## src/rtl/apb_i2c_pkg.sv

```systemverilog
// apb_i2c_pkg
// Shared types and defaults for the APB-to-I2C requester.
//   state_t            : requester FSM states (IDLE/REQ/WAIT/DONE)
//   DEF_ADDR_W/DATA_W  : default address/data widths
//   DEF_TIMEOUT_CYCLES : default WAIT timeout (used only with APB_I2C_TIMEOUT_EN)
//   tmo_cnt_w()        : width of the timeout counter for a given cycle count
package apb_i2c_pkg;

  localparam int unsigned DEF_ADDR_W         = 8;
  localparam int unsigned DEF_DATA_W         = 8;
  localparam int unsigned DEF_TIMEOUT_CYCLES = 1024;

  typedef enum logic [1:0] {
    ST_IDLE = 2'd0,
    ST_REQ  = 2'd1,
    ST_WAIT = 2'd2,
    ST_DONE = 2'd3
  } state_t;

  // Counter only has to reach cycles-1; never narrower than 1 bit.
  function automatic int unsigned tmo_cnt_w(input int unsigned cycles);
    return (cycles > 1) ? $clog2(cycles) : 1;
  endfunction

endpackage

```

## src/rtl/apb_i2c_timeout.sv

```systemverilog
// apb_i2c_timeout
// WAIT-state watchdog for apb_i2c_requester (built only with APB_I2C_TIMEOUT_EN).
// Ports:
//   i_clk, i_reset : clock, synchronous active-high reset
//   i_clear        : zero the counter (asserted the cycle before WAIT entry)
//   i_enable       : count one WAIT cycle
//   o_expired      : counter has reached TIMEOUT_CYCLES-1 while enabled
module apb_i2c_timeout
  import apb_i2c_pkg::*;
#(
  parameter int unsigned TIMEOUT_CYCLES = DEF_TIMEOUT_CYCLES
) (
  input  logic i_clk,
  input  logic i_reset,
  input  logic i_clear,
  input  logic i_enable,
  output logic o_expired
);

  localparam int unsigned     CW   = tmo_cnt_w(TIMEOUT_CYCLES);
  localparam logic [CW-1:0]   LAST = CW'(TIMEOUT_CYCLES - 1);

  logic [CW-1:0] r_count;

  always_ff @(posedge i_clk) begin
    if (i_reset) begin
      r_count <= '0;
    end else if (i_clear) begin
      r_count <= '0;
    end else if (i_enable && (r_count != LAST)) begin
      r_count <= r_count + CW'(1);
    end
  end

  assign o_expired = i_enable && (r_count == LAST);

endmodule

```

## src/rtl/apb_i2c_requester.sv

```systemverilog
// apb_i2c_requester
// APB3 completer that turns each APB transfer into a single-cycle request to
// an I2C master and stalls PREADY until the master reports completion.
// Optional WAIT timeout: define APB_I2C_TIMEOUT_EN.
// Ports:
//   clk, reset                        : clock, synchronous active-high reset
//   PSEL/PENABLE/PWRITE/PADDR/PWDATA  : APB request
//   PREADY/PRDATA/PSLVERR             : APB completion (all registered)
//   i2c_ce/i2c_wren/i2c_rden          : one-cycle request strobe + direction
//   i2c_addr/i2c_wdata                : request fields, held until next setup
//   i2c_ready/i2c_rdata/i2c_error     : completion pulse and result from master
module apb_i2c_requester
  import apb_i2c_pkg::*;
#(
  parameter int unsigned ADDR_W         = DEF_ADDR_W,
  parameter int unsigned DATA_W         = DEF_DATA_W,
  parameter int unsigned TIMEOUT_CYCLES = DEF_TIMEOUT_CYCLES
) (
  input  logic              clk,
  input  logic              reset,
  input  logic              PSEL,
  input  logic              PENABLE,
  input  logic              PWRITE,
  input  logic [ADDR_W-1:0] PADDR,
  input  logic [DATA_W-1:0] PWDATA,
  output logic              PREADY,
  output logic [DATA_W-1:0] PRDATA,
  output logic              PSLVERR,
  output logic              i2c_ce,
  output logic              i2c_wren,
  output logic              i2c_rden,
  output logic [ADDR_W-1:0] i2c_addr,
  output logic [DATA_W-1:0] i2c_wdata,
  input  logic              i2c_ready,
  input  logic [DATA_W-1:0] i2c_rdata,
  input  logic              i2c_error
);

  state_t             r_state;
  logic               r_write;
  logic               r_pready;
  logic               r_pslverr;
  logic [DATA_W-1:0]  r_prdata;
  logic               r_ce;
  logic               r_wren;
  logic               r_rden;
  logic [ADDR_W-1:0]  r_addr;
  logic [DATA_W-1:0]  r_wdata;

  logic w_setup;
  logic w_expired;

  assign w_setup = PSEL && !PENABLE;

`ifdef APB_I2C_TIMEOUT_EN
  logic w_tmo_clear;
  logic w_tmo_enable;

  assign w_tmo_clear  = (r_state == ST_REQ);
  assign w_tmo_enable = (r_state == ST_WAIT);

  apb_i2c_timeout #(
    .TIMEOUT_CYCLES (TIMEOUT_CYCLES)
  ) u_timeout (
    .i_clk     (clk),
    .i_reset   (reset),
    .i_clear   (w_tmo_clear),
    .i_enable  (w_tmo_enable),
    .o_expired (w_expired)
  );
`else
  // No watchdog: WAIT holds until i2c_ready. TIMEOUT_CYCLES must be >= 1,
  // so this is a constant 0.
  assign w_expired = (TIMEOUT_CYCLES == 0);
`endif

  always_ff @(posedge clk) begin
    if (reset) begin
      r_state   <= ST_IDLE;
      r_write   <= 1'b0;
      r_pready  <= 1'b0;
      r_pslverr <= 1'b0;
      r_prdata  <= '0;
      r_ce      <= 1'b0;
      r_wren    <= 1'b0;
      r_rden    <= 1'b0;
      r_addr    <= '0;
      r_wdata   <= '0;
    end else begin
      case (r_state)
        ST_IDLE: begin
          // Only a genuine setup phase starts a transfer; a late i2c_ready
          // from an abandoned operation is ignored here.
          if (w_setup) begin
            r_addr  <= PADDR;
            if (PWRITE) begin
              r_wdata <= PWDATA;
            end
            r_write <= PWRITE;
            r_ce    <= 1'b1;
            r_wren  <= PWRITE;
            r_rden  <= !PWRITE;
            r_state <= ST_REQ;
          end
        end
        ST_REQ: begin
          r_ce    <= 1'b0;
          r_wren  <= 1'b0;
          r_rden  <= 1'b0;
          r_state <= PSEL ? ST_WAIT : ST_IDLE;
        end
        ST_WAIT: begin
          // Abort beats completion; completion beats timeout.
          if (!PSEL) begin
            r_state <= ST_IDLE;
          end else if (i2c_ready) begin
            r_pready  <= 1'b1;
            r_prdata  <= r_write ? '0 : i2c_rdata;
            r_pslverr <= i2c_error;
            r_state   <= ST_DONE;
          end else if (w_expired) begin
            r_pready  <= 1'b1;
            r_prdata  <= '0;
            r_pslverr <= 1'b1;
            r_state   <= ST_DONE;
          end
        end
        ST_DONE: begin
          r_pready  <= 1'b0;
          r_prdata  <= '0;
          r_pslverr <= 1'b0;
          r_state   <= ST_IDLE;
        end
        default: begin
          r_state <= ST_IDLE;
        end
      endcase
    end
  end

  assign PREADY    = r_pready;
  assign PRDATA    = r_prdata;
  assign PSLVERR   = r_pslverr;
  assign i2c_ce    = r_ce;
  assign i2c_wren  = r_wren;
  assign i2c_rden  = r_rden;
  assign i2c_addr  = r_addr;
  assign i2c_wdata = r_wdata;

endmodule

```

## config.mk

```make
export PLATFORM = sky130hd
export DESIGN_NAME = apb_i2c_requester
export DESIGN_NICKNAME = d
export VERILOG_FILES = /design/src/rtl/apb_i2c_pkg.sv /design/src/rtl/apb_i2c_timeout.sv /design/src/rtl/apb_i2c_requester.sv
export SDC_FILE = /design/constraint.sdc
export NUM_CORES = 1
export LEC_CHECK = 0
export BUFFER_PORTS_ARGS = -buffer_cell sky130_fd_sc_hd__buf_2
export CORE_MARGIN = 2
export CORE_UTILIZATION = 35
export DETAILED_ROUTE_END_ITERATION = 7
export HOLD_SLACK_MARGIN = 0.12
export PLACE_DENSITY = 0.75
export SLEW_MARGIN = 20
export SYNTH_ARGS = -nofsm -noshare
export SYNTH_HDL_FRONTEND = slang
export SYNTH_HIERARCHICAL = 1
export SYNTH_SLANG_ARGS = --single-unit
```

## constraint.sdc

```tcl
create_clock -name clk -period 2.35 [get_ports clk]
set_input_delay 0.235 -clock clk [delete_from_list [all_inputs] [get_ports clk]]
set_output_delay 0.235 -clock clk [all_outputs]
set_load 0.02 [all_outputs]
```

Yosys cells after proc, flatten, opt, wreduce, memory -nomap -nowiden
Index checks and enable logic that the tools add are counted.
- bits in registers: 32
- bits of input ports: 31
- output and inout bits: 29
- word-level logic and storage cells: 49
- equality and inequality tests: 7
- muxes and demuxes: 21
- reductions and logical operators: 11
- operators with widths (kind ; count):
    8-bit 2-to-1 mux ; 3
    8-bit case mux with 2 select lines ; 1
    1-bit case mux with 2 select lines ; 5
    2-bit 2-to-1 mux ; 4
    2-bit case mux with 4 select lines ; 1
    1-bit 2-to-1 mux ; 7
    2-bit inequality test (second input constant) ; 3
    2-bit AND reduction ; 3
    3-bit AND reduction ; 2
    2-bit == test (second input constant) ; 2
    2-bit nonzero test ; 2
    3-bit inequality test (second input constant) ; 1
    2-bit by 1-bit == test with 1-bit output (second input constant) ; 1
    1-bit logical NOT ; 2
    2-bit logical NOT ; 1
    1-bit logical AND ; 1

Longest topological paths before layout
Gate-level depths: netlist of run 1.
- word-level depth: 4
- mapped depth: 5
- mapped depth without buffers: 3

Worst setup path before layout of run 1
OpenSTA, ideal clock, no wires.
- path kind: register -> register
- start: reg r_state[1]
- end: reg r_wdata[6] (netlist: i2c_wdata[6])
- setup time: 132 ps
- arrival time: 1257 ps
- required time: 2218 ps
- setup slack: 961 ps
- stages on the path, launching flop included: 6
- path buffers: 2
- period minus slack after synthesis: 1389 ps
- cells stage by stage: dfxtp_1 -> or4b_1 -> buf_2 -> buf_6 -> o21ai_2 -> a21oi_1
- cells in the longest elaborated chain, start to end: 2
- RTL lines (element ; RTL line ; RTL):
    start, declared ; apb_i2c_requester.sv:39 ; state_t r_state;
    start signal, assigned ; apb_i2c_requester.sv:110 ; r_state <= PSEL ? ST_WAIT : ST_IDLE;
    2-bit logical NOT ; apb_i2c_requester.sv:90 ; case (r_state)
    3-bit AND reduction (no line) ; n/a ;
    end signal, assigned ; apb_i2c_requester.sv:88 ; r_wdata <= '0;
    end signal, assigned ; apb_i2c_requester.sv:97 ; r_wdata <= PWDATA;
    end, declared ; apb_i2c_requester.sv:48 ; logic [DATA_W-1:0] r_wdata;
No other way between the ends.
A chain may end at the register's enable or synchronous reset.

Worst setup path in the final report of run 1
- start: reg r_state[1]
- end: reg r_wdata[4] (netlist: i2c_wdata[4])
Same word-level chain as after synthesis.

==> results by group, run 1 <==
Outcome
  • Status: finished, final reports clean

Route
  • Vias post-DR: 1138
  • WL per Instance: 11.5 microns
  • 1st-pass router iterations: 4
  • Routed Antenna Nets: 0
  • Final wirelength: 2810 microns
  • # DRC: 0
  • DR vias/cell: 4.64
  • DRT iter0 DRCs: 53

Timing
  • Rel. slew slack: 57.0%
  • Max-slew violations: 0
  • RSZ-0062 raised after global routing: false
  • Tcrit/Tclk final: 75.5%
  • Final hold slack: 0.145 ns
  • Highest Clock Rate: 564 MHz
  • Clk_skew: 0.00598 ns
  • Worst setup margin: 0.576 ns
  • Final min period: 1.77 ns
  • Sum Neg Setup Slack: 0 ns
  • Final Hold Viols: 0
  • Final setup vio count: 0
  • Worst Tran Pin Value: 0.644 ns

Synthesis
  • EDFF count, synth: 0
  • Synth Warn #: 6
  • Cell variety after synth: 29
  • Synthesized area per cell: 9.32 sq um
  • Cell Area, Synth: 1220 sq um
  • Area contributors post-synth: dfxtp_1 52%, a21oi_1 8.6%, nand2_1 6.8%
  • Yosys top cell by area: dfxtp_1
  • Fraction of registers with async set/reset: 0%
  • Synthesized Nets: 162
  • Register area share after synthesis: 52.5%
  • Post-synth top flop: dfxtp_1
  • Top cell type's share of synthesized area: 52.5%
  • Synth Register Bits: 32
  • Syn Inst Count: 131

Final layout
  • Share of cells above drive strength 1: 37.2%
  • ANT cells: 0
  • Final Cell Area: 1720 sq um
  • Utilization after layout: 51.4%
  • Commonest non-fill, non-tap cell in the layout: buf_2
  • Layout area overhead: 40.6%
  • Most frequent cells in the layout: 59 x buf_2, 32 x dfxtp_1, 22 x nand2_1
  • Nets@finish: 229

Min path
  • Worst hold path class: input port to flop
  • Hold path start: PADDR[5]

Critical path
  • Reg2Reg Setup Slack: 0.58 ns
  • R2R Path Start: r_state[1]
  • Worst Setup Start Kind: flop
  • Arrival time at the worst endpoint: 1.98 ns
  • Critical Path Sink Type: flop
  • Critical-path maximum fanout: 17
  • Req. time, crit path: 2.55 ns
  • Crit Path Class: flop to flop
  • Worst Setup SP: r_state[1]

GRT
  • GR Overflow Total: 0
  • Initial antenna violation count: 0
  • First-pass GRT wire length: 4450 microns
  • Total GRT Usage: 14.4%
  • Number of global-route vias before repair: 986
  • Largest net degree at the start of global routing: 26

Floorplanning
  • Initial Util: 36.6%
  • Core box area: 3340 sq um
  • Die Width: 63.1 microns
  • Row count: 21
  • Die footprint: 3980 sq um
  • Die Span Y: 63.1 microns
  • I/O pin cnt: 60

CTS
  • CTS tree: done
  • Clock slew at reported path FFs: 0.10 ns
  • Clk root buf: clkbuf_4
  • Total CTS buffers: 5
  • Level count of the clock H-tree: 2
  • Clk buf depth: 2
  • Clock Latency Late Sink: 0.32 ns
  • Total setup buffers inserted after CTS: 0
  • Clock sink count: 32

Placement
  • # port buffers: 59
  • Setup WS pre-CTS: 0.577 ns
  • Hpwl dp: 1900 microns
  • Final GP Congestion: 0.692
  • Placed cell area: 1530 sq um

Power
  • Static Leak: 0.771 nW
  • Max VDD drop: 386 uV
  • Power density over cell area: 680 nW/um^2

Flow run
  • Max-Cap Viols: 0
layer usage:
layer,share of wire [%],vias to the layer above,GRT usage (%)
met2,50,37,23.9
met4,0,0,5.00
met1,45,504,17.0
met3,5.5,0,5.18
li1,-,597,-
met5,0,-,0
state kept, by name (all words and copies together), names as in the netlist:
register and cells:
i2c_addr 8, i2c_ce 1, r_write 1, i2c_rden 1
i2c_wdata 8, PREADY 1, PRDATA 8, i2c_wren 1
r_state 2, PSLVERR 1
through the flow:
stage	power, mW	instances
finish	1.17	245
global route	1.23	245
CTS	1.18	244
detailed placement	0.704	228
global placement	0.702	228
floorplan	0.655	131
area by class of cell:
cell class              count  area (sq um)
inverters                   2          7.51
repair buffers             69           393
well taps                  46          57.6
clock buffers               7          65.1
clock inverters             1          30.0
multi-input cells          88           523
fillers                   341          1620
flip-flops and latches     32           641
where the power goes:
group	total [mW]	switching (mW)	internal (mW)
Clock	0.465	0.182	0.283
Combinational	0.131	0.0717	0.0591
Sequential	0.571	0.0120	0.559
Total	1.17	0.266	0.901
worst paths after layout:
check | cells after the start | to
worst max-delay path | 3 | i2c_wdata[4]
worst min-delay path | 3 | i2c_addr[5]
worst max register to register | 3 | i2c_wdata[4]
worst min register to register | 2 | i2c_addr[4]
logic make-up (layout without fill, tap and decap cells):
| kind of cell | after synthesis | count (layout) | share of synthesized area, % |
|---|---|---|---|
| buf+inv | 11 | 79 | 4.71 |
| simple gates | 42 | 42 | 19.4 |
| xor+xnor | 1 | 1 | 0.717 |
| flops | 32 | 32 | 52.5 |
| compound gates | 45 | 45 | 22.7 |
synth_stat cells, types with 2 or more instances:
cell and instances:
a22o_1 8, a21o_1 2, a31oi_1 3, clkbuf_1 5
a21oi_1 21, nand3b_1 2, nand3_1 8, buf_4 2
nand2_1 22, dfxtp_1 32, o21ai_0 7, inv_1 2
worst max-delay path: stages (launching register included):
cell	delay, ns
dfxtp_1	0.47
or4b_1	0.83
o21ai_0	0.26
a21oi_1	0.09
timing repair:
item	4_1_cts	5_1_grt
hold endpoints to repair	8	1
gates resized for setup	0	0
hold buffers	8	1
Note: power is estimated with default switching activity, not from simulation.
==> inputs of run 2 (changes only) <==
--- a/config.mk
+++ b/config.mk
@@ -5,6 +5,7 @@
 export SDC_FILE = /design/constraint.sdc
 export NUM_CORES = 1
 export LEC_CHECK = 0
+export ABC_AREA = 1
 export BUFFER_PORTS_ARGS = -buffer_cell sky130_fd_sc_hd__buf_2
 export CORE_MARGIN = 2
 export CORE_UTILIZATION = 35
==> constraint.sdc (replaced) <==
create_clock -name clk -period 1.46 [get_ports clk]
set_input_delay 0.146 -clock clk [delete_from_list [all_inputs] [get_ports clk]]
set_output_delay 0.146 -clock clk [all_outputs]
set_load 0.02 [all_outputs]
==> run 2 against run 1 <==
  * Via count is 21% higher
  * Worst hold slack worse by 0.021 ns
  * Synthesized cell count is 40% higher
  * Fmax is 50% higher
  * Clock power is 34% higher
==> results by group, run 2 <==
Power
  • Internal power: 1.36 mW (+51%)
  • Sw power: 0.518 mW (+95%)
  • Sequential power share: 50.1% (+1.2 points)
  • Clock power frac: 33.1% (-6.7 points)
  • Switching share of power: 27.5% (+4.7 points)
  • Static Leak: 0.950 nW (+23%)
  • Max VDD drop: 485 uV (+26%)
  • Combinational power share: 16.8% (+5.6 points)
  • Power density over cell area: 1010 nW/um^2 (+48%)

Synthesis
  • Top cell type's share of synthesized area: 46.7% (-5.7 points)
  • Post-synth top flop: dfxtp_1
  • Synth Warn #: 6 (unchanged)
  • Synth Register Bits: 32 (unchanged)
  • Cell Area, Synth: 1370 sq um (+12%)
  • Most common library cells after synthesis: 42 x nor2_1, 32 x dfxtp_1, 22 x inv_1
  • EDFF count, synth: 0 (unchanged)
  • Cell variety after synth: 23 (-21%)
  • Area contributors post-synth: dfxtp_1 47%, nor2_1 11%, nand3_1 7.3%
  • Most numerous cell in the Yosys netlist: nor2_1
  • Fraction of registers with async set/reset: 0% (unchanged)
  • Synthesized area per cell: 7.49 sq um (-20%)
  • Yosys top cell by area: dfxtp_1
  • Register area share after synthesis: 46.7% (-5.7 points)
  • Syn Inst Count: 183 (+40%)
  • Synthesized Nets: 214 (+32%)

Critical path
  • CP delay by family, top: simple AND/OR/NAND/NOR gates
  • Most frequent CP cell: nor2_1
  • Slowest stage delay, CP: 0.37 ns (-0.46 ns)
  • R2R Path Start: r_state[0]
  • Req. time, crit path: 1.68 ns (-0.87 ns)
  • Arrival time at the worst endpoint: 1.40 ns (-0.58 ns)
  • CP cell instances: nor2_4 -> nand2_4 -> nor2_8 -> nor2_1 -> nor2_1
  • Crit Path Class: flop to flop
  • Critical-path maximum fanout: 12 (-5)
  • Worst Setup SP: r_state[0]
  • Critical Path Sink Type: flop
  • Slowest CP cell: dfxtp_1
  • Worst Setup Start Kind: flop
  • Worst path bufs/invs: 0 (unchanged)

CTS
  • Total CTS buffers: 5 (unchanged)
  • Post-CTS Hold Fix Bufs: 7 (-1)
  • Post-CTS Resized: 0 (unchanged)
  • Total setup buffers inserted after CTS: 0 (unchanged)
  • Clk buf depth: 2 (unchanged)
  • Level count of the clock H-tree: 2 (unchanged)
  • Clk root buf: clkbuf_8
  • Clock Latency Late Sink: 0.28 ns (-0.04 ns)
  • Clock sink count: 32 (unchanged)
  • CTS tree: done
  • Clock slew at reported path FFs: 0.06 ns (-0.04 ns)

Route
  • DRT iter0 DRCs: 62 (+17%)
  • Vias post-DR: 1374 (+21%)
  • DR vias/cell: 4.56 (-1.7%)
  • WL per Instance: 10.7 microns (-6.7%)
  • Final wirelength: 3230 microns (+15%)
  • Routed Antenna Nets: 0 (unchanged)
  • 1st-pass router iterations: 4 (unchanged)
  • # DRC: 0 (unchanged)

Min path
  • Worst hold path class: input port to flop
  • Hold path start: PADDR[7]

Placement
  • Hpwl dp: 2400 microns (+26%)
  • Placed cell area: 1720 sq um (+12%)
  • Setup WS pre-CTS: 0.279 ns (-0.298 ns)
  • # port buffers: 59 (unchanged)
  • Final GP Congestion: 0.743 (+7.4%)
  • Post-Place Cells: 287 (+26%)

GRT
  • First-pass GRT wire length: 5260 microns (+18%)
  • Initial antenna violation count: 0 (unchanged)
  • GR Layer Usage met2: 28.2% (+4.3 points)
  • GRT busiest layer: met2
  • Number of global-route vias before repair: 1253 (+27%)
  • Total GRT Usage: 15.8% (+1.5 points)
  • Met3 Use GR: 5.24% (+0.058 points)
  • Met1 usage: 16.9% (-0.13 points)
  • Largest net degree at the start of global routing: 21 (-19%)
  • GR Overflow Total: 0 (unchanged)

Floorplanning
  • Die Width: 66.6 microns (+5.6%)
  • Die footprint: 4430 sq um (+11%)
  • Core box area: 3720 sq um (+11%)
  • I/O pin cnt: 60 (unchanged)
  • Die Span Y: 66.6 microns (+5.6%)
  • Row count: 22 (+4.8%)
  • Initial Util: 36.9% (+0.31 points)

Outcome
  • Status: finished, final reports clean

Final layout
  • Commonest non-fill, non-tap cell in the layout: buf_2
  • Share of cells above drive strength 1: 30.8% (-6.4 points)
  • Non-filler instance count after layout: 301 (+23%)
  • Utilization after layout: 50.2% (-1.2 points)
  • Layout area overhead: 36.1%
  • ANT cells: 0 (unchanged)
  • Final Cell Area: 1870 sq um (+8.7%)
  • FILL cells: 375 (+10%)
  • Nets@finish: 284 (+24%)
  • Storage cell area: 641 sq um (unchanged)
  • Most frequent cells in the layout: 59 x buf_2, 42 x nor2_1, 32 x dfxtp_1
  • Multi-input logic area: 603 sq um (+15%)

Timing
  • Sum Neg Setup Slack: 0 ns (unchanged)
  • Rel. slew slack: 79.1% (+22 points)
  • RSZ-0062 raised after global routing: false
  • Worst setup margin: 0.273 ns (-0.302 ns)
  • Tcrit/Tclk final: 81.3% (+5.8 points)
  • Highest Clock Rate: 843 MHz (+50%)
  • Worst Tran Pin Value: 0.313 ns (-0.331 ns)
  • Final setup vio count: 0 (unchanged)
  • Final min period: 1.19 ns (-0.588 ns)
  • Max-slew violations: 0 (unchanged)
  • Final Hold Viols: 0 (unchanged)
  • Clk_skew: 0.00109 ns (-0.00490 ns)

Flow run
  • Max-Cap Viols: 0 (unchanged)
## run 2: changes by cell type after synthesis, sizes merged, moves of 7 or more
cell   before  now
a21oi      21   12
a22o        8    0
inv         2   23
nand3       8   21
nand4       1    8
nor2        1   46
## run 2: logic make-up after synthesis
family                 synth area share [%]
and+or+nand+nor                        34.6
DFF                                    46.7
buffers and inverters                  9.31
AOI/OAI and AO/OA                      9.40
## run 2: final cells by class
class	instances	area share (%)
sequential	32	34.3
multi-input combinational	120	32.3
timing repair buffer	70	21.2
inverter	24	4.83
clock buffer	6	3.89
tap	48	3.22
clock inverter	1	0.268
## run 2: final timing paths
kind	to	slack, ns	depth (start not counted)
max	i2c_wdata[0]	0.27	5
min	i2c_addr[7]	0.12	3
max reg2reg	i2c_wdata[0]	0.27	5
min reg2reg	i2c_wdata[5]	0.47	2
## run 2: per-layer routing
metal | part of all wire [%] | vias up
met5 | 0 | -
met4 | 1.4 | 0
met3 | 5.9 | 6
met2 | 50 | 33
met1 | 43 | 608
li1 | - | 727
## run 2: worst min-delay path: cells and delay by family
family / cells / cell delay, ns
buffers and inverters: 1 / 0.08
and+or+nand+nor: 1 / 0.08
AOI/OAI and AO/OA: 1 / 0.07
## run 2: power by group through the flow
stage	combinational, mW	sequential (mW)	clock (mW)
6_report	0.316	0.943	0.623
3_3_place_gp	0.298	0.961	0
5_1_grt	0.355	0.948	0.683
4_1_cts	0.318	0.943	0.637
2_1_floorplan	0.151	1.00	0
3_5_place_dp	0.303	0.962	0
## run 2: through the flow
stage	power, mW	hold WS [ns]
finish	1.88	0.124
global route	1.99	0.154
CTS	1.90	0.121
detailed placement	1.27	0.394
global placement	1.26	0.391
floorplan	1.15	0.215
==> inputs of run 3 (changes only) <==
--- a/config.mk
+++ b/config.mk
@@ -5,7 +5,7 @@
 export SDC_FILE = /design/constraint.sdc
 export NUM_CORES = 1
 export LEC_CHECK = 0
-export ABC_AREA = 1
+export ABC_AREA = 0
 export BUFFER_PORTS_ARGS = -buffer_cell sky130_fd_sc_hd__buf_2
 export CORE_MARGIN = 2
 export CORE_UTILIZATION = 35
==> constraint.sdc (replaced) <==
create_clock -name clk -period 1.15 [get_ports clk]
set_input_delay 0.115 -clock clk [delete_from_list [all_inputs] [get_ports clk]]
set_output_delay 0.115 -clock clk [all_outputs]
set_load 0.02 [all_outputs]
==> run 3 against run 2 <==
  * The run now ends with negative setup slack left
  * Fmax decreased by 15%
  * Final area grew 12%
  * Worst hold slack worse by 0.031 ns
  * Combinational power rose by 27%
  * Via count fell by 4.4%
  * Total power grew 19%
  * Flip-flop and latch count stayed put
  * Clock skew up 0.0026 ns
  * Register-to-register slack lost 0.53 ns
  * Sequential share of layout area down 3.5 points
  * Non-clock buffer count up 32
  * Highest routed layer unchanged
==> results by group, run 3 (synthesis results as in run 1) <==
Outcome
  • Status: finished with violations
  • Failing checks: negative setup slack

Timing
  • Final Hold Viols: 0 (unchanged)
  • RSZ-0062 raised after global routing: true
  • Final setup vio count: 27 (+27)
  • Rel. slew slack: 79.3% (+0.25 points)
  • Highest Clock Rate: 713 MHz (-15%)
  • Clk_skew: 0.00368 ns (+0.00259 ns)
  • Max-slew violations: 0 (unchanged)
  • Final min period: 1.40 ns (+0.217 ns)
  • Tcrit/Tclk final: 122% (+41 points)
  • Worst setup margin: -0.253 ns (-0.527 ns)
  • Worst Tran Pin Value: 0.308 ns (-0.00477 ns)

Power
  • Static Leak: 0.915 nW (-3.7%)
  • Max VDD drop: 830 uV (+71%)
  • Overall power: 2.23 mW (+19%)
  • Power density over cell area: 1070 nW/um^2 (+6.1%)

Critical path
  • Critical Path Sink Type: flop
  • CP delay by family, top: simple AND/OR/NAND/NOR gates
  • R2R Path Start: r_state[0]
  • Slowest stage delay, CP: 0.53 ns (+0.16 ns)
  • Worst Setup SP: r_state[0]
  • Worst path bufs/invs: 1 (+1)
  • Critical Path Stages: 4 (-1)
  • Worst Setup Start Kind: flop
  • Reg2reg end: i2c_wdata[5]
  • Crit Path Class: flop to flop
  • Reg2Reg Depth: 4 (-1)
  • CP cell instances: or4b_1 -> buf_6 -> o21ai_0 -> a21oi_1
  • Arrival time at the worst endpoint: 1.62 ns (+0.22 ns)
  • Critical-path maximum fanout: 17 (+5)
  • Reg2Reg Setup Slack: -0.25 ns (-0.53 ns)
  • Req. time, crit path: 1.36 ns (-0.32 ns)
  • Slowest CP cell: or4b_1
  • Crit path to: i2c_wdata[5]

Final layout
  • Layout area overhead: 71.1%
  • ANT cells: 0 (unchanged)
  • Commonest non-fill, non-tap cell in the layout: buf_2
  • Utilization after layout: 62.6% (+12 points)
  • Storage cell area: 643 sq um (+0.39%)
  • FILL cells: 286 (-24%)
  • Most frequent cells in the layout: 59 x buf_2, 30 x dfxtp_1, 26 x dlygate4sd3_1
  • Nets@finish: 262 (-7.7%)
  • Multi-input logic area: 613 sq um (+1.7%)
  • Share of cells above drive strength 1: 47.4% (+17 points)

Route
  • DR vias/cell: 4.72 (+3.5%)
  • 1st-pass router iterations: 4 (unchanged)
  • Vias post-DR: 1313 (-4.4%)
  • DRT iter0 DRCs: 77 (+24%)
  • Routed Antenna Nets: 0 (unchanged)
  • Final wirelength: 3550 microns (+10%)
  • # DRC: 0 (unchanged)
  • WL per Instance: 12.8 microns (+19%)

Floorplanning
  • Core box area: 3340 sq um (-10%)
  • Die Span Y: 63.1 microns (-5.3%)
  • Row count: 21 (-4.5%)
  • Initial Util: 36.6% (-0.31 points)
  • I/O pin cnt: 60 (unchanged)
  • Die footprint: 3980 sq um (-10%)
  • Die Width: 63.1 microns (-5.3%)

CTS
  • Clk root buf: clkbuf_4
  • Total CTS buffers: 5 (unchanged)
  • Clk buf depth: 2 (unchanged)
  • CTS tree: done
  • Level count of the clock H-tree: 2 (unchanged)
  • Clock Latency Late Sink: 0.32 ns (+0.04 ns)
  • Clock slew at reported path FFs: 0.10 ns (+0.04 ns)
  • Clock sink count: 32 (unchanged)

GRT
  • Met3 Use GR: 7.32% (+2.1 points)
  • GRT busiest layer: met2
  • GR Layer Usage met2: 32.3% (+4.1 points)
  • Largest net degree at the start of global routing: 25 (+19%)
  • Total GRT Usage: 18.1% (+2.3 points)
  • Initial antenna violation count: 0 (unchanged)
  • First-pass GRT wire length: 5550 microns (+5.5%)
  • Met1 usage: 19.6% (+2.7 points)
  • GR Overflow Total: 0 (unchanged)
  • Number of global-route vias before repair: 1271 (+1.4%)

Min path
  • Worst hold path class: input port to flop

Placement
  • Hpwl dp: 2060 microns (-14%)
  • # port buffers: 59 (unchanged)
  • Final GP Congestion: 0.717 (-3.5%)

Flow run
  • Max-Cap Viols: 0 (unchanged)
[run 3: cell types whose count changed in the layout (fill, tap and decap cells not counted), sizes merged, moves of 8 or more]
cell,before,now
dlygate4sd3,7,26
a22o,0,8
a21oi,12,21
buf,63,76
nor2,46,1
nand3,21,8
inv,23,2
[run 3: area by class of cell]
class | instances | share of cell area (%)
clock buffer | 7 | 2.63
clock inverter | 1 | 0.359
inverter | 2 | 0.359
multi-input combinational | 88 | 29.3
sequential | 32 | 30.8
tap | 46 | 2.75
timing repair buffer | 102 | 33.8
[run 3: report_power, final]
group | internal [mW] | switching [mW] | leakage, nW
combinational | 0.203 | 0.199 | 0.623
clock | 0.299 | 0.372 | 0.0315
sequential | 1.14 | 0.0184 | 0.261
[run 3: worst min-delay path, delay by kind of cell]
kind,cells,cell delay (ns)
AO/OA/AOI/OAI,1,0.04
buffers and inverters,1,0.09
AND/OR/NAND/NOR,1,0.13
[run 3: per-layer routing]
| layer | up-vias | share of wire [%] |
|---|---|---|
| li1 | 663 | - |
| met4 | 0 | 0.96 |
| met3 | 4 | 5.4 |
| met5 | - | 0 |
| met2 | 42 | 53 |
| met1 | 604 | 40 |
[run 3: worst min path at each step]
stage | cells after the start | slack, ns | end | from
after CTS | 2 | 0.06 | r_state[1] | PSEL
after global placement | 2 | 0.33 | PRDATA[5] | i2c_rdata[5]
after global routing | 3 | 0.08 | r_state[0] | reset
final | 3 | 0.09 | r_state[0] | reset
after floorplan | 1 | 0.25 | PRDATA[1] | i2c_rdata[1]
after detailed placement | 2 | 0.34 | PRDATA[1] | i2c_rdata[1]
[run 3: what timing repair did]
action / 4_1_cts / 5_1_grt
buffers inserted: 0 / 4
hold endpoints to repair: 27 / 2
endpoints found under the setup margin: 27 / 27
gates resized for setup: 2 / 32
hold buffers: 25 / 1
pin swaps: 5 / 26
[run 3: stage by stage]
stage	hold slack (ns)	setup TNS [ns]	setup WS (ns)	instance area (sq um)	cells
CTS	0.0640	-5.04	-0.224	1950	274
detailed placement	0.341	-4.76	-0.237	1630	241
finish	0.0926	-4.92	-0.253	2090	278
global route	0.0771	-6.89	-0.330	2090	278
floorplan	0.248	-3.57	-0.205	1230	131
global placement	0.332	-4.25	-0.194	1630	241
